`src/rtl/key_pkg.sv`:
```
// Shared definitions for the key event decoder: state encoding, default
// counter width and the event code set used when events are muxed onto one bus.
package key_pkg;

    // Default width of the cycle counter and of the threshold inputs
    localparam int KEY_CNT_W = 32;

    // Decoder states, 3-bit encoding
    typedef enum logic [2:0] {
        S_IDLE   = 3'd0,
        S_PRESS  = 3'd1,
        S_LONG   = 3'd2,
        S_GAP    = 3'd3,
        S_PRESS2 = 3'd4
    } key_state_e;

    // Event codes for merging the individual pulses into a single event bus
    localparam logic [2:0] KEY_EVT_NONE    = 3'd0;
    localparam logic [2:0] KEY_EVT_SHORT   = 3'd1;
    localparam logic [2:0] KEY_EVT_LONG    = 3'd2;
    localparam logic [2:0] KEY_EVT_DOUBLE  = 3'd3;
    localparam logic [2:0] KEY_EVT_RELEASE = 3'd4;
    localparam logic [2:0] KEY_EVT_REPEAT  = 3'd5;

endpackage

```
`src/rtl/key_event_decoder_if.sv`:
```
// Interface bundling the key event decoder's control inputs, runtime
// thresholds and event outputs. master drives the key level and thresholds,
// slave is the decoder.
interface key_event_decoder_if
    import key_pkg::*;
#(
    parameter int CNT_W = KEY_CNT_W
);
    logic             enable_i;
    logic             level_i;
    logic [CNT_W-1:0] long_time_i;
    logic [CNT_W-1:0] gap_time_i;
    logic [CNT_W-1:0] repeat_time_i;
    logic             short_press_o;
    logic             long_press_o;
    logic             double_click_o;
    logic             release_o;
    logic             repeat_o;
    logic             held_o;

    modport master (
        output enable_i, level_i, long_time_i, gap_time_i, repeat_time_i,
        input  short_press_o, long_press_o, double_click_o, release_o,
               repeat_o, held_o
    );

    modport slave (
        input  enable_i, level_i, long_time_i, gap_time_i, repeat_time_i,
        output short_press_o, long_press_o, double_click_o, release_o,
               repeat_o, held_o
    );
endinterface

```
`src/rtl/key_edge_detect.sv`:
```
// Two-flop level history producing single-cycle rise/fall strobes.
// Reusable on any already-synchronised level, e.g. the debouncer update path.
module key_edge_detect (
    input  logic i_clk,
    input  logic i_rst_n,
    input  logic i_level,
    output logic o_rise,
    output logic o_fall
);
    logic r_level_q;
    logic r_level_p;

    // Keep current and previous sampled level; reset to released
    always_ff @(posedge i_clk or negedge i_rst_n) begin
        if (!i_rst_n) begin
            r_level_q <= 1'b0;
            r_level_p <= 1'b0;
        end else begin
            r_level_q <= i_level;
            r_level_p <= r_level_q;
        end
    end

    assign o_rise = r_level_q & ~r_level_p;
    assign o_fall = ~r_level_q & r_level_p;
endmodule

```
`src/rtl/key_event_decoder.sv`:
```
// Key event decoder: turns the debounced key level into one-cycle pulses for
// short press, long press, double click, release and (optionally) auto-repeat.
// Thresholds are live inputs in clock cycles.
// Optional feature macro: KEY_REPEAT_EN enables auto-repeat while in S_LONG;
// without it repeat_o is tied low and repeat_time_i is ignored.
module key_event_decoder
    import key_pkg::*;
#(
    parameter int CNT_W = KEY_CNT_W
) (
    input  logic               clk_i,
    input  logic               rst_N_i,
    key_event_decoder_if.slave bus
);
    logic             w_rise;
    logic             w_fall;
    key_state_e       r_state;
    key_state_e       w_state_next;
    logic [CNT_W-1:0] r_cnt;
    logic [CNT_W-1:0] w_cnt_inc;
    logic [CNT_W-1:0] w_long_thr;
    logic             w_cnt_clr;
    logic             w_short;
    logic             w_long;
    logic             w_dbl;
    logic             w_rel;
    logic             w_held;
    logic             r_short;
    logic             r_long;
    logic             r_dbl;
    logic             r_rel;
    logic             r_held;
`ifdef KEY_REPEAT_EN
    logic             w_rpt;
    logic             r_rpt;
    logic [CNT_W-1:0] w_rpt_thr;
`endif

    key_edge_detect u_edge (
        .i_clk   (clk_i),
        .i_rst_n (rst_N_i),
        .i_level (bus.level_i),
        .o_rise  (w_rise),
        .o_fall  (w_fall)
    );

    // Saturating increment: the counter parks at all-ones instead of wrapping
    assign w_cnt_inc  = (&r_cnt) ? r_cnt : r_cnt + CNT_W'(1);
    // A zero long-press threshold behaves as one cycle
    assign w_long_thr = (bus.long_time_i == '0) ? CNT_W'(1) : bus.long_time_i;
`ifdef KEY_REPEAT_EN
    assign w_rpt_thr  = (bus.repeat_time_i == '0) ? CNT_W'(1) : bus.repeat_time_i;
`endif

    // Next-state and event decode; edges take priority over timeouts
    always_comb begin
        w_state_next = r_state;
        w_cnt_clr    = 1'b0;
        w_short      = 1'b0;
        w_long       = 1'b0;
        w_dbl        = 1'b0;
        w_rel        = 1'b0;
`ifdef KEY_REPEAT_EN
        w_rpt        = 1'b0;
`endif
        if (!bus.enable_i) begin
            w_state_next = S_IDLE;
            w_cnt_clr    = 1'b1;
        end else begin
            w_rel = w_fall;
            case (r_state)
                S_IDLE: begin
                    if (w_rise) w_state_next = S_PRESS;
                end
                S_PRESS: begin
                    if (w_fall) begin
                        w_state_next = S_GAP;
                    end else if (r_cnt >= w_long_thr) begin
                        w_long       = 1'b1;
                        w_state_next = S_LONG;
                    end
                end
                S_LONG: begin
                    if (w_fall) begin
                        w_state_next = S_IDLE;
                    end
`ifdef KEY_REPEAT_EN
                    // Compare the post-edge count so ticks are exactly
                    // repeat_time cycles apart, starting from S_LONG entry
                    else if (w_cnt_inc >= w_rpt_thr) begin
                        w_rpt     = 1'b1;
                        w_cnt_clr = 1'b1;
                    end
`endif
                end
                S_GAP: begin
                    if (w_rise) begin
                        w_state_next = S_PRESS2;
                    end else if (r_cnt >= bus.gap_time_i) begin
                        w_short      = 1'b1;
                        w_state_next = S_IDLE;
                    end
                end
                S_PRESS2: begin
                    if (w_fall) begin
                        w_dbl        = 1'b1;
                        w_state_next = S_IDLE;
                    end
                end
                default: w_state_next = S_IDLE;
            endcase
        end
        w_held = (w_state_next == S_PRESS) || (w_state_next == S_LONG) ||
                 (w_state_next == S_PRESS2);
    end

    // State register
    always_ff @(posedge clk_i or negedge rst_N_i) begin
        if (!rst_N_i) r_state <= S_IDLE;
        else          r_state <= w_state_next;
    end

    // Per-state cycle counter, cleared on any state change or repeat tick
    always_ff @(posedge clk_i or negedge rst_N_i) begin
        if (!rst_N_i)                                  r_cnt <= '0;
        else if (w_cnt_clr || (w_state_next != r_state)) r_cnt <= '0;
        else                                           r_cnt <= w_cnt_inc;
    end

    // Registered event outputs
    always_ff @(posedge clk_i or negedge rst_N_i) begin
        if (!rst_N_i) begin
            r_short <= 1'b0;
            r_long  <= 1'b0;
            r_dbl   <= 1'b0;
            r_rel   <= 1'b0;
            r_held  <= 1'b0;
        end else begin
            r_short <= w_short;
            r_long  <= w_long;
            r_dbl   <= w_dbl;
            r_rel   <= w_rel;
            r_held  <= w_held;
        end
    end

`ifdef KEY_REPEAT_EN
    // Registered auto-repeat tick
    always_ff @(posedge clk_i or negedge rst_N_i) begin
        if (!rst_N_i) r_rpt <= 1'b0;
        else          r_rpt <= w_rpt;
    end
    assign bus.repeat_o = r_rpt;
`else
    logic w_unused_repeat_time;
    assign w_unused_repeat_time = ^bus.repeat_time_i;
    assign bus.repeat_o = 1'b0;
`endif

    assign bus.short_press_o  = r_short;
    assign bus.long_press_o   = r_long;
    assign bus.double_click_o = r_dbl;
    assign bus.release_o      = r_rel;
    assign bus.held_o         = r_held;
endmodule

```
`src/flat_wrapper.sv`:
```
// flat-port wrapper written by rule: the top's interface ports become plain ports
module key_event_decoder_flat import key_pkg::*;
#(
    parameter int CNT_W = KEY_CNT_W
)
  (clk_i, rst_N_i, bus_enable_i, bus_level_i, bus_long_time_i, bus_gap_time_i, bus_repeat_time_i, bus_short_press_o, bus_long_press_o, bus_double_click_o, bus_release_o, bus_repeat_o, bus_held_o);
  key_event_decoder_if #(.CNT_W(CNT_W)) bus_i ();
  input  logic clk_i;
  input  logic rst_N_i;
  input wire logic [$bits(bus_i.enable_i)-1:0] bus_enable_i;
  input wire logic [$bits(bus_i.level_i)-1:0] bus_level_i;
  input wire logic [$bits(bus_i.long_time_i)-1:0] bus_long_time_i;
  input wire logic [$bits(bus_i.gap_time_i)-1:0] bus_gap_time_i;
  input wire logic [$bits(bus_i.repeat_time_i)-1:0] bus_repeat_time_i;
  output wire logic [$bits(bus_i.short_press_o)-1:0] bus_short_press_o;
  output wire logic [$bits(bus_i.long_press_o)-1:0] bus_long_press_o;
  output wire logic [$bits(bus_i.double_click_o)-1:0] bus_double_click_o;
  output wire logic [$bits(bus_i.release_o)-1:0] bus_release_o;
  output wire logic [$bits(bus_i.repeat_o)-1:0] bus_repeat_o;
  output wire logic [$bits(bus_i.held_o)-1:0] bus_held_o;
  assign bus_i.enable_i = bus_enable_i;
  assign bus_i.level_i = bus_level_i;
  assign bus_i.long_time_i = bus_long_time_i;
  assign bus_i.gap_time_i = bus_gap_time_i;
  assign bus_i.repeat_time_i = bus_repeat_time_i;
  assign bus_short_press_o = bus_i.short_press_o;
  assign bus_long_press_o = bus_i.long_press_o;
  assign bus_double_click_o = bus_i.double_click_o;
  assign bus_release_o = bus_i.release_o;
  assign bus_repeat_o = bus_i.repeat_o;
  assign bus_held_o = bus_i.held_o;
  key_event_decoder #(.CNT_W(CNT_W)) u_core (.clk_i(clk_i), .rst_N_i(rst_N_i), .bus(bus_i));
endmodule
```
`config.mk`:
```
export PLATFORM = sky130hd
export DESIGN_NAME = key_event_decoder_flat
export DESIGN_NICKNAME = d
export VERILOG_FILES = /design/src/rtl/key_pkg.sv /design/src/rtl/key_event_decoder_if.sv /design/src/rtl/key_edge_detect.sv /design/src/rtl/key_event_decoder.sv /design/src/flat_wrapper.sv
export SDC_FILE = /design/constraint.sdc
export NUM_CORES = 1
export LEC_CHECK = 0
export BUFFER_PORTS_ARGS = -buffer_cell sky130_fd_sc_hd__buf_4
export CAP_MARGIN = 15
export CORE_AREA = 5 5 130 82
export CTS_BUF_LIST = sky130_fd_sc_hd__clkbuf_4 sky130_fd_sc_hd__clkbuf_8
export CTS_CLUSTER_SIZE = 20
export DETAILED_ROUTE_END_ITERATION = 6
export DIE_AREA = 0 0 135 87
export MAX_ROUTING_LAYER = met4
export PLACE_DENSITY_LB_ADDON = 0.2
export SYNTH_ARGS = -nofsm -noshare
export SYNTH_HDL_FRONTEND = slang
export SYNTH_SLANG_ARGS = --single-unit
```
`constraint.sdc`:
```
create_clock -name clk_i -period 3.1 [get_ports clk_i]
set_input_delay 0.155 -clock clk_i [delete_from_list [all_inputs] [get_ports clk_i]]
set_output_delay 0.155 -clock clk_i [all_outputs]
set_load 0.01 [all_outputs]
```
* After elaboration in Yosys (flattened, before gate mapping)
Index checks and enable logic that the tools add are counted.
** Word-level totals
- Register bits after elaboration :: 42
- Bits of input ports :: 100
- Output and inout bits :: 6
- Word-level logic and storage cells :: 56
** Cells by class
- $add $sub $neg :: 1
- Magnitude comparators :: 2
- Equality and inequality tests :: 9
- Muxes and demuxes :: 24
- Bitwise logic cells :: 4
- Reduce and logical (&&, ||, !) cells :: 7
** Operators by type and width (count)
- $mux 32 :: 3
- $ge 32x32->1 :: 2
- $add 32x1->32 const B :: 1
- $logic_not 32->1 :: 1
- $reduce_and 32->1 :: 1
- $mux 3 :: 7
- $mux 1 :: 13
- $pmux 3 s4 :: 1
- $eq 3x2->1 const B :: 3
- $eq 3x1->1 const B :: 2
- $eq 3x3->1 const B :: 2
- $logic_not 3->1 :: 1
- $logic_or 1x1->1 :: 3
- $ne 3x3->1 :: 1
- $and 1x1->1 :: 2
- $ne 2x2->1 const B :: 1
- $not 1->1 :: 2
- $reduce_or 2->1 :: 1

* Longest topological paths before layout
Gate-level depths: netlist (run 1).
- Depth in word-level cells :: 10
- Depth in mapped cells :: 13

* Cells and area by module
Synthesis (run 1) repeated with hierarchy kept, for this count alone.
** Unflattened totals
- Cells, all modules :: 460
- Area total of the unflattened synthesis :: 3802.4 µm²
** Modules (own cells, without submodules)
- key_event_decoder :: instances 1, cells each 456, area each 3737.3 µm², seq. area each 1001.0 µm²
- key_edge_detect :: instances 1, cells each 4, area each 65.1 µm², seq. area each 50.0 µm²

* Least setup slack after synthesis (run 1)
OpenSTA, ideal clock, no wires.
- Path kind :: in2reg
- Start :: in bus_long_time_i[24]
- End :: reg u_core.r_cnt[3]
- Library setup time :: 69 ps
- Arrival :: 2564 ps
- Data required time :: 3031 ps
- Setup slack :: 466 ps
- Stages :: 13
- Path buffers :: 1
- Path through :: nor4_1 nand4_1 o21bai_1 ha_1 nand2b_1 a2111oi_0 or4_1 o21ai_0 o31ai_1 a2111oi_2 o21ba_4 buf_12 nor2_2
** On the way
- Cells in the longest elaborated chain, start to end :: 10
** RTL lines
- from (decl) :: RTL line flat_wrapper.sv:12 : input wire logic [$bits(bus_i.long_time_i)-1:0] bus_long_time_i;
- $logic_not 32->1 :: RTL line key_event_decoder.sv:50 : assign w_long_thr = (bus.long_time_i == '0) ? CNT_W'(1) : bus.long_time_i;
- $mux 32 * :: RTL line key_event_decoder.sv:50
- $ge 32x32->1 * :: RTL line key_event_decoder.sv:78 : end else if (r_cnt >= w_long_thr) begin
- $mux 3 * :: RTL line key_event_decoder.sv:78
- $mux 3 * :: RTL line key_event_decoder.sv:76 : if (w_fall) begin
- $pmux 3 s4 * :: RTL line key_event_decoder.sv:71 : case (r_state)
- $mux 3 * :: RTL line key_event_decoder.sv:66 : if (!bus.enable_i) begin
- $ne 3x3->1 * :: RTL line key_event_decoder.sv:126 : else if (w_cnt_clr || (w_state_next != r_state)) r_cnt <= '0;
- $logic_or 1x1->1 * :: RTL line key_event_decoder.sv:126
- $ne 2x2->1 (no line) or $mux 32 (tied branches)
- to (signal assigned) :: RTL line key_event_decoder.sv:127 : else r_cnt <= w_cnt_inc;
- to (decl) :: RTL line key_event_decoder.sv:19 : logic [CNT_W-1:0] r_cnt;
Every way passes the cells marked *; elsewhere a longest branch is shown, timed or not.
A chain may end at the register's enable or synchronous reset.

* Final worst setup path (run 1)
- Start :: reg u_core.r_cnt[13]
- End :: reg u_core.r_cnt[6]
** On the way
- Cells in the longest elaborated chain, start to end :: 8
** RTL lines (RTL line)
- $ge 32x32->1 (on tied branches) :: key_event_decoder.sv:99, key_event_decoder.sv:78
- $mux 3 (on tied branches) :: key_event_decoder.sv:99, key_event_decoder.sv:78
- $mux 3 (on tied branches) :: key_event_decoder.sv:97, key_event_decoder.sv:76
- $pmux 3 s4 :: key_event_decoder.sv:71
- $mux 3 :: key_event_decoder.sv:66
- $ne 3x3->1 :: key_event_decoder.sv:126
- $logic_or 1x1->1 :: key_event_decoder.sv:126
- $ne 2x2->1 (no line) or $mux 32 (tied branches)
Parallel ways exist; a longest one is shown, timed or not.

==> results of run 1 <==
-- metrics by stage --
stage               setup TNS (ns)  power, mW  worst slack, ns  cells  cell area, µm²
finish                           0       1.17           0.0816    699            4990
detailed placement           -3.81      0.818           -0.131    683            4730
global placement             -3.63      0.810           -0.126    683            4730
global route               -0.0909       1.24          -0.0176    699            4990
floorplan                        0      0.689            0.466    438            3740
CTS                              0       1.17           0.0202    692            4840
-- final cells by class --
type	instances	area [µm²]
multi-input cells	323	2440
clock buffers	5	68.8
repair buffers	124	998
fillers	893	4510
flip-flops and latches	42	1050
inverters	68	255
well taps	135	169
clock inverters	2	10.0
-- per-layer routing --
metal	global-route usage	up-vias	wire, µm
met2	0.254	90	4160
met3	0.0387	9	622
met5	-	-	0
li1	-	1772	-
met4	0.0284	0	92
met1	0.264	1625	5350
-- logic make-up (layout without fill, tap and decap cells) --
| kind of cell | count (synthesis) | after routing | share of synthesized area |
|---|---|---|---|
| AND/OR/NAND/NOR | 164 | 164 | 0.234 |
| AO/OA/AOI/OAI | 62 | 62 | 0.110 |
| flip-flops | 42 | 42 | 0.281 |
| multiplexers | 1 | 1 | 0.00268 |
| adder cells (fa/ha/maj) | 65 | 65 | 0.218 |
| XOR/XNOR | 30 | 30 | 0.0703 |
| buffers and inverters | 73 | 199 | 0.0831 |
| other | 1 | 1 | 0.00100 |
-- power by group through the flow --
stage               Sequential [mW]  Clock [mW]  Combinational, mW
floorplan                     0.576           0              0.113
global placement              0.577           0              0.233
detailed placement            0.577           0              0.241
CTS                           0.567       0.354              0.245
global route                  0.568       0.376              0.300
finish                        0.567       0.340              0.268
-- cell usage in the layout, fill, tap and decap left out, types with 2 or more instances in the layout --
master and instances:
buf_4 115, inv_1 68, ha_1 64, dfrtp_1 42, nor2_1 32, nand2_1 24
a21oi_1 23, nand4_1 20, nand3_1 16, xnor2_1 15, xor2_1 15, nor3_1 11
nor2_2 11, nor4_1 10, o21ai_0 8, nor2b_1 6, nand2b_1 6, a21o_1 5
and2_1 5, clkbuf_8 5, and3_1 4, buf_6 4, and4_1 3, and3_2 3
nor4_2 2, a211o_1 2, o21a_1 2, a2111oi_0 2, or2_2 2, o211ai_1 2
o21ai_2 2, nand3b_1 2, and2b_1 2, clkinv_2 2, clkbuf_16 2, dlygate4sd3_1 2
-- state kept, by name (all words and copies together), names as in the netlist --
register and count:
u_core.bus.double_click_o 1, u_core.bus.held_o 1, u_core.r_state 3, u_core.bus.long_press_o 1, u_core.r_cnt 32, u_core.u_edge.r_level_q 1
u_core.u_edge.r_level_p 1, u_core.bus.short_press_o 1, u_core.bus.release_o 1
-- what timing repair did --
action                                 CTS  global route
gates cloned                             0             3
resized for setup                        3            14
buffers inserted                         0             4
endpoints found under the hold margin   43             0
hold buffers                             2             0
pin swaps                                0             5
setup endpoints to repair               33            33
-- worst paths after layout --
path	to	depth (start not counted)	from
setup / recovery	u_core.r_cnt[6]	12	u_core.r_cnt[13]
hold / removal	u_core.bus.release_o	2	bus_enable_i
setup reg to reg	u_core.r_cnt[6]	12	u_core.r_cnt[13]
hold reg to reg	u_core.u_edge.r_level_p	0	u_core.u_edge.r_level_q
max in group asynchronous	u_core.bus.short_press_o	2	rst_N_i
min in group asynchronous	u_core.r_cnt[18]	2	rst_N_i
==> qor.yml, run 1 <==
synthesis:
  synthFlopType: "dfrtp_1"
  synth_edf_count: 0
  yosysTopAreaCell: "dfrtp_1"
  yosys-top-cells-area: "dfrtp_1, ha_1, inv_1"
  yosysSeqAreaShare: 0.281
  avgSynthCellArea_um2: 8.53
  ys_types: 51
  yosysMostFrequentCell: "inv_1"
  synth-seq-cells: 42
  yosysWarnings: 0
  syn-cell-area_um2: 3740
  syn_inst: 438
  synth.top_cells.by_count: "inv_1, ha_1, dfrtp_1"
  async_flop_share: 1.00
  synth_top_area_share: 0.281
  syn-num-nets: 603
outcome:
  status: "finished, final reports clean"
cts:
  clk-insertion-delay-late_ns: 0.30
  numCtsBuffers: 5
  cts_sinks: 42
  cts_buffer_depth: 2
  tritoncts: "yes"
  clkTransAtPathRegs_ns: 0.08
  root_buffer: "clkbuf_8"
  cts_max_level: 2
sta:
  max_clock_freq_ghz: 0.331
  finalMaxSlewViolations: 0
  setup_viol: 0
  fin_crit_ns: 3.02
  tightestPinTransition_ns: 0.631
  relSlewSlack: 0.575
  holdWs_ns: 0.130
  timing_hold_violations_final: 0
  finalCritPeriodShare: 0.974
  finClkSkew_ns: 0.00891
finish:
  insertedDiodeCount: 0
  utilization: 0.525
  final_net_count: 729
  final_layout_size_suffix_gt1_frac: 0.280
  areaGrowthSynthToFinish_pct: 33.5
pwr:
  power.density_nw_per_um2: 235
  pwr-share-comb: 0.228
  seq_power_share: 0.483
  power.internal_mw: 0.856
  vdd_drop_max_uv: 156
  p_leak_nw: 2.63
  pwr-share-clk: 0.290
  power_switching_mw: 0.319
  switching_share: 0.271
place:
  gp_routability_congestion: 0.885
  io_buffers: 72
  hpwl_mm: 8.29
floorplanning:
  core_area_um2: 9490
  die-area_um2: 11700
  initial_core_util: 0.394
  die_y_um: 87
  rows: 28
  die_w_um: 135
  num_io_pins: 106
grt:
  antenna_found_initial: 0
  track_usage: 0.179
  grt-ovfl-total: 0
  grt_max_degree: 43
  grt_pass1_wl_mm: 16.2
  grt_pass1_vias: 3307
critical_path:
  path_buf_inv: 3
  critPathTopFamily: "simple AND/OR/NAND/NOR gates"
  cp-start-kind: "flop"
  worstSetupPathType: "reg -> reg"
  slowest_stage: "or4_4"
  crit_fanout: 7
  cp.required_ns: 3.28
  end_kind: "flop"
  slowest_delay_ns: 0.49
  crit_chain: "buf_6, ha_1, and4_4, nand2_2, or4_4, o21ai_2, o31ai_1, buf_4, a2111oi_4, o21ba_4, clkbuf_16, nor2_2"
  cp.arrival_ns: 3.20
  reg2reg_slack_ns: 0.08
routing:
  via_count: 3496
  drtIter0Drc: 260
  wl_per_cell_um: 14.6
  postRouteAntennaNets: 0
  drt-pass1-iter-count: 4
  drc: 0
  wirelength_mm: 10.2
  avgViaCountPerCell: 5.00
hold_path:
  hold_class: "in -> reg"
run:
  cap_viol_max_count: 0
Note: power is estimated with default switching activity, not from simulation.
==> inputs of run 2 (changes only) <==
--- a/config.mk
+++ b/config.mk
@@ -7,11 +7,11 @@
 export LEC_CHECK = 0
 export BUFFER_PORTS_ARGS = -buffer_cell sky130_fd_sc_hd__buf_4
 export CAP_MARGIN = 15
-export CORE_AREA = 5 5 130 82
+export CORE_AREA = 5 5 131 83
 export CTS_BUF_LIST = sky130_fd_sc_hd__clkbuf_4 sky130_fd_sc_hd__clkbuf_8
 export CTS_CLUSTER_SIZE = 20
 export DETAILED_ROUTE_END_ITERATION = 6
-export DIE_AREA = 0 0 135 87
+export DIE_AREA = 0 0 136 88
 export MAX_ROUTING_LAYER = met4
 export PLACE_DENSITY_LB_ADDON = 0.2
 export SYNTH_ARGS = -nofsm -noshare
==> qor.yml, run 2 (same netlist as run 1, synthesis figures left out) <==
grt:
  met3_usage: 0.0431  # was 0.0387
  antenna_found_initial: 0  # unchanged
  grt-ovfl-total: 0  # unchanged
  busiest_layer: "met1"  # unchanged
  grt.met1_usage: 0.279  # was 0.264
  met2_usage: 0.248  # was 0.254
  grt_max_degree: 43  # unchanged
  track_usage: 0.185  # was 0.179
  grt_pass1_wl_mm: 17.0  # was 16.2 mm
  grt_pass1_vias: 3459  # was 3,307
routing:
  drc: 0  # unchanged
  avgViaCountPerCell: 4.94  # was 5.00
  postRouteAntennaNets: 0  # unchanged
  via_count: 3444  # was 3,496
  drtIter0Drc: 204  # was 260
  drt-pass1-iter-count: 4  # unchanged
  wl_per_cell_um: 14.5  # was 14.6 µm
  wirelength_mm: 10.1  # was 10.2 mm
hold_path:
  hold_class: "in -> reg"  # unchanged
  hold_depth: 2  # unchanged
sta:
  worst_slack_ns: 0.122  # was 0.0816 ns
  fin_crit_ns: 2.98  # was 3.02 ns
  tightestPinTransition_ns: 0.577  # was 0.631 ns
  holdWs_ns: 0.122  # was 0.130 ns
  final.setup.tns_ns: 0  # unchanged
  relSlewSlack: 0.615  # was 0.575
  timing_hold_violations_final: 0  # unchanged
  setup_viol: 0  # unchanged
  finalMaxSlewViolations: 0  # unchanged
  grt_setup_unrepaired: "no"
  finClkSkew_ns: 0.0110  # was 0.00891 ns
  max_clock_freq_ghz: 0.336  # was 0.331 GHz
  finalCritPeriodShare: 0.961  # was 0.974
cts:
  cts_max_level: 2  # unchanged
  cts_buffer_depth: 2  # unchanged
  tritoncts: "yes"  # unchanged
  clkTransAtPathRegs_ns: 0.08  # about the same
  clk-insertion-delay-late_ns: 0.30  # about the same
  numCtsBuffers: 5  # unchanged
  cts_sinks: 42  # unchanged
  root_buffer: "clkbuf_8"  # unchanged
pwr:
  power.density_nw_per_um2: 240  # was 235 nW/µm²
  vdd_drop_max_uv: 150  # was 156 µV
  p_total_mw: 1.19  # was 1.17 mW
  p_leak_nw: 2.60  # was 2.63 nW
finish:
  fillers: 896  # was 893
  final_net_count: 727  # was 729
  largest_reg_flops: 32  # unchanged
  final_common_cell: "buf_4"  # unchanged
  areaGrowthSynthToFinish_pct: 32.8  # was 33.5%
  utilization: 0.519  # was 0.525
  insertedDiodeCount: 0  # unchanged
  stdcell_count: 697  # was 699
  largestRegisters: "u_core.r_cnt (32), u_core.r_state (3)"  # unchanged
  final_cell_mix: "buf_4, inv_1, ha_1"  # unchanged
  regMostFlops: "u_core.r_cnt"  # unchanged
  final_layout_size_suffix_gt1_frac: 0.278  # was 0.280
  fin_area_um2: 4960  # was 4990 µm²
floorplanning:
  initial_core_util: 0.391  # was 0.394
  num_io_pins: 106  # unchanged
  rows: 28  # unchanged
  die_y_um: 88  # was 87 µm
  die_w_um: 136  # was 135 µm
  core_area_um2: 9560  # was 9490 µm²
  die-area_um2: 12000  # was 11,700 µm²
critical_path:
  worstRegToRegCells: 11  # was 12
  crit_fanout: 4  # was 7
  cp.arrival_ns: 3.19  # was 3.20 ns
  slowest_stage: "dfrtp_1"  # was or4_4
  cp-start-kind: "flop"  # unchanged
  path_buf_inv: 2  # was 3
  crit_cells: 11  # was 12
  worstSetupPathType: "reg -> reg"  # unchanged
  end_kind: "flop"  # unchanged
  critPathTopFamily: "compound AO/OA/AOI/OAI gates"  # was simple AND/OR/NAND/NOR gates
  slowest_delay_ns: 0.42  # was 0.49 ns
  crit_chain: "ha_1, a21oi_1, o21ai_1, a2111oi_1, o311ai_1, buf_4, a211o_1, o21ai_1, o21ba_4, buf_4, nor3_1"  # was buf_6, ha_1, and4_4, nand2_2, or4_4, o21ai_2, o31ai_1, buf_4, a2111oi_4, o21ba_4, clkbuf_16, nor2_2
  cp.required_ns: 3.32  # was 3.28 ns
place:
  placed_cell_area_um2: 4740  # was 4730 µm²
  io_buffers: 72  # unchanged
  place_ws_ns: -0.249  # was -0.131 ns
  hpwl_mm: 8.38  # was 8.29 mm
  place_inst: 681  # was 683
  gp_routability_congestion: 0.861  # was 0.885
run:
  cap_viol_max_count: 0  # unchanged
outcome:
  status: "finished, final reports clean"  # unchanged
==> run 2: area by class of cell <==
type | count | area [µm²] | share of cell area
multi-input cells | 323 | 2440 | 0.492
flip-flops and latches | 42 | 1050 | 0.212
repair buffers | 122 | 958 | 0.193
inverters | 68 | 255 | 0.0514
well taps | 135 | 169 | 0.0340
clock buffers | 7 | 83.8 | 0.0169
==> run 2: what timing repair did <==
action / CTS / global route
pin swaps: 0 / 3
hold buffers: 2 / 0
resized for setup: 1 / 15
hold endpoints to repair: 43 / 0
buffers inserted: 0 / 7
setup endpoints to repair: 30 / 33
==> run 2: final timing paths <==
path | start | to | slack [ns]
min reg2reg | u_core.u_edge.r_level_q | u_core.u_edge.r_level_p | 0.42
min | bus_enable_i | u_core.bus.release_o | 0.12
max in group asynchronous | rst_N_i | u_core.r_cnt[13] | 2.29
min in group asynchronous | rst_N_i | u_core.bus.short_press_o | 0.38
max | u_core.r_cnt[15] | u_core.r_cnt[2] | 0.12
max reg2reg | u_core.r_cnt[15] | u_core.r_cnt[2] | 0.12
==> run 2: metal layers <==
| layer | part of all wire | up-vias | wire length [µm] |
|---|---|---|---|
| li1 | - | 1764 | - |
| met1 | 0.53 | 1579 | 5340 |
| met2 | 0.39 | 89 | 3980 |
| met3 | 0.068 | 12 | 693 |
| met4 | 0.012 | 0 | 119 |
| met5 | 0 | - | 0 |
==> run 2: report_power, final <==
part,total [mW],internal (mW),switching [mW]
Clock,0.362,0.173,0.189
Combinational,0.262,0.142,0.120
Sequential,0.567,0.556,0.0107
Total,1.19,0.871,0.320
==> run 2: worst register-to-register path, delay by kind of cell, from the launching register on <==
family,cells,cell delay (ns)
adder cells (fa/ha/maj),1,0.32
AO/OA/AOI/OAI,7,1.67
AND/OR/NAND/NOR,1,0.16
flip-flops,1,0.42
buffers and inverters,2,0.32
==> inputs of run 3 (changes only) <==
--- a/config.mk
+++ b/config.mk
@@ -13,7 +13,7 @@
 export DETAILED_ROUTE_END_ITERATION = 6
 export DIE_AREA = 0 0 136 88
 export MAX_ROUTING_LAYER = met4
-export PLACE_DENSITY_LB_ADDON = 0.2
+export PLACE_DENSITY = 0.69
 export SYNTH_ARGS = -nofsm -noshare
 export SYNTH_HDL_FRONTEND = slang
 export SYNTH_SLANG_ARGS = --single-unit
==> qor.yml, run 3 (same netlist as run 1, synthesis figures left out) <==
critical_path:
  slowest_delay_ns: 0.43  # was 0.42 ns
  reg2reg_slack_ns: 0.15  # was 0.12 ns
  cp-start-kind: "flop"  # unchanged
  path_buf_inv: 2  # unchanged
  crit_chain: "ha_1, a21oi_1, o21ai_1, a2111oi_2, o311ai_0, buf_4, a211o_1, buf_4, or2_2, o211ai_1, xnor2_1"  # was ha_1, a21oi_1, o21ai_1, a2111oi_1, o311ai_1, buf_4, a211o_1, o21ai_1, o21ba_4, buf_4, nor3_1
  cp_common_cell: "buf_4"
  slowest_stage: "dfrtp_1"  # unchanged
  end_kind: "flop"  # unchanged
  cp.required_ns: 3.31  # was 3.32 ns
  timing.rr.end: "u_core.bus.held_o"  # was u_core.r_cnt[2]
  cp.arrival_ns: 3.16  # was 3.19 ns
  worstSetupPathType: "reg -> reg"  # unchanged
  worstRegToRegCells: 11  # unchanged
  critPathTopFamily: "compound AO/OA/AOI/OAI gates"  # unchanged
  r2r-start: "u_core.r_cnt[15]"  # unchanged
  crit_fanout: 3  # was 4
run:
  cap_viol_max_count: 0  # unchanged
routing:
  drtIter0Drc: 236  # was 204
  postRouteAntennaNets: 0  # unchanged
  via_count: 3484  # was 3,444
  wl_per_cell_um: 14.5  # about the same
  avgViaCountPerCell: 5.06  # was 4.94
  drc: 0  # unchanged
  drt-pass1-iter-count: 5  # was 4
  wirelength_mm: 10.0  # was 10.1 mm
sta:
  tightestPinTransition_ns: 0.554  # was 0.577 ns
  holdWs_ns: 0.132  # was 0.122 ns
  timing_hold_violations_final: 0  # unchanged
  finalCritPeriodShare: 0.952  # was 0.961
  finalMaxSlewViolations: 0  # unchanged
  worst_slack_ns: 0.149  # was 0.122 ns
  relSlewSlack: 0.627  # was 0.615
  fin_crit_ns: 2.95  # was 2.98 ns
  setup_viol: 0  # unchanged
  max_clock_freq_ghz: 0.339  # was 0.336 GHz
  grt_setup_unrepaired: "no"  # unchanged
  final.setup.tns_ns: 0  # unchanged
  finClkSkew_ns: 0.00410  # was 0.0110 ns
floorplanning:
  die-area_um2: 12000  # unchanged
  die_w_um: 136  # unchanged
  die_y_um: 88  # unchanged
  num_io_pins: 106  # unchanged
  core_area_um2: 9560  # unchanged
  initial_core_util: 0.391  # unchanged
  rows: 28  # unchanged
finish:
  multi_input_area_um2: 2430  # was 2440 µm²
  fillers: 917  # was 896
  final_layout_size_suffix_gt1_frac: 0.262  # was 0.278
  largest_reg_flops: 32  # unchanged
  stdcell_count: 689  # was 697
  fin_area_um2: 4880  # was 4960 µm²
  regMostFlops: "u_core.r_cnt"  # unchanged
  utilization: 0.510  # was 0.519
  final_net_count: 718  # was 727
  areaGrowthSynthToFinish_pct: 30.6  # was 32.8%
  final_common_cell: "buf_4"  # unchanged
  largestRegisters: "u_core.r_cnt (32), u_core.r_state (3)"  # unchanged
  final_cell_mix: "buf_4, inv_1, ha_1"  # unchanged
  seqCellArea_um2: 1050  # about the same
  insertedDiodeCount: 0  # unchanged
pwr:
  power.internal_mw: 0.880  # was 0.871 mW
  power_switching_mw: 0.317  # was 0.320 mW
  vdd_drop_max_uv: 134  # was 150 µV
  p_total_mw: 1.20  # was 1.19 mW
  pwr-share-comb: 0.212  # was 0.220
  switching_share: 0.264  # was 0.269
  power.density_nw_per_um2: 245  # was 240 nW/µm²
  pwr-share-clk: 0.316  # was 0.304
  p_leak_nw: 2.57  # was 2.60 nW
  seq_power_share: 0.472  # was 0.476
grt:
  grt_pass1_wl_mm: 16.4  # was 17.0 mm
  grt-ovfl-total: 0  # unchanged
  track_usage: 0.178  # was 0.185
  antenna_found_initial: 0  # unchanged
  grt_pass1_vias: 3468  # was 3,459
  grt_max_degree: 43  # unchanged
cts:
  cts_max_level: 2  # unchanged
  clk-insertion-delay-late_ns: 0.29  # was 0.30 ns
  cts_setup_buffers: 0  # unchanged
  tritoncts: "yes"  # unchanged
  cts_sinks: 42  # unchanged
  clkTransAtPathRegs_ns: 0.08  # about the same
  root_buffer: "clkbuf_8"  # unchanged
  numCtsBuffers: 5  # unchanged
  cts_buffer_depth: 2  # unchanged
hold_path:
  hold_depth: 2  # unchanged
  hold_start: "bus_enable_i"  # unchanged
  hold_class: "in -> reg"  # unchanged
  holdPathEnd: "u_core.bus.release_o"  # unchanged
place:
  hpwl_mm: 8.36  # was 8.38 mm
  place_ws_ns: -0.298  # was -0.249 ns
  place_inst: 679  # was 681
  placed_cell_area_um2: 4710  # was 4740 µm²
  io_buffers: 72  # unchanged
  gp_routability_congestion: 0.889  # was 0.861
outcome:
  status: "finished, final reports clean"  # unchanged
run 3: changes by cell type in the layout (fill, tap and decap cells not counted), sizes merged:
cell / previous run / this run
buf: 120 / 111
clkinv: 0 / 1
run 3: final cells by class:
cell class	count	share of cell area
clock buffer	7	0.0185
clock inverter	1	0.00103
tap	135	0.0346
multi-input combinational	323	0.498
inverter	68	0.0523
sequential	42	0.215
timing repair buffer	113	0.180
run 3: what timing repair did:
item,4_1_cts,5_1_grt
gates cloned,0,0
hold buffers,2,0
gates resized for setup,2,9
hold endpoints to repair,43,0
pin swaps,0,2
endpoints found under the setup margin,31,34
run 3: worst max path at each step:
stage	from	end	slack (ns)	cells past startpoint
after global routing	u_core.r_cnt[15]	u_core.r_cnt[27]	0.01	11
after CTS	u_core.r_cnt[15]	u_core.r_cnt[23]	0.02	11
after global placement	bus_long_time_i[1]	u_core.r_cnt[14]	-0.24	16
final	u_core.r_cnt[15]	u_core.bus.held_o	0.15	11
after detailed placement	bus_long_time_i[1]	u_core.r_cnt[23]	-0.30	16
after floorplan	bus_long_time_i[24]	u_core.r_cnt[3]	0.47	13
run 3: routing by layer:
layer,GRT usage,vias up,part of all wire
met5,-,-,0
met3,0.0402,7,0.074
met2,0.260,113,0.41
li1,-,1752,-
met1,0.255,1612,0.50
met4,0.0311,0,0.0076
run 3: power groups by stage:
stage	sequential [mW]	clock (mW)	combinational (mW)
after floorplan	0.576	0	0.113
after global placement	0.576	0	0.235
after detailed placement	0.576	0	0.244
after CTS	0.565	0.387	0.248
after global routing	0.567	0.413	0.287
final	0.565	0.378	0.254
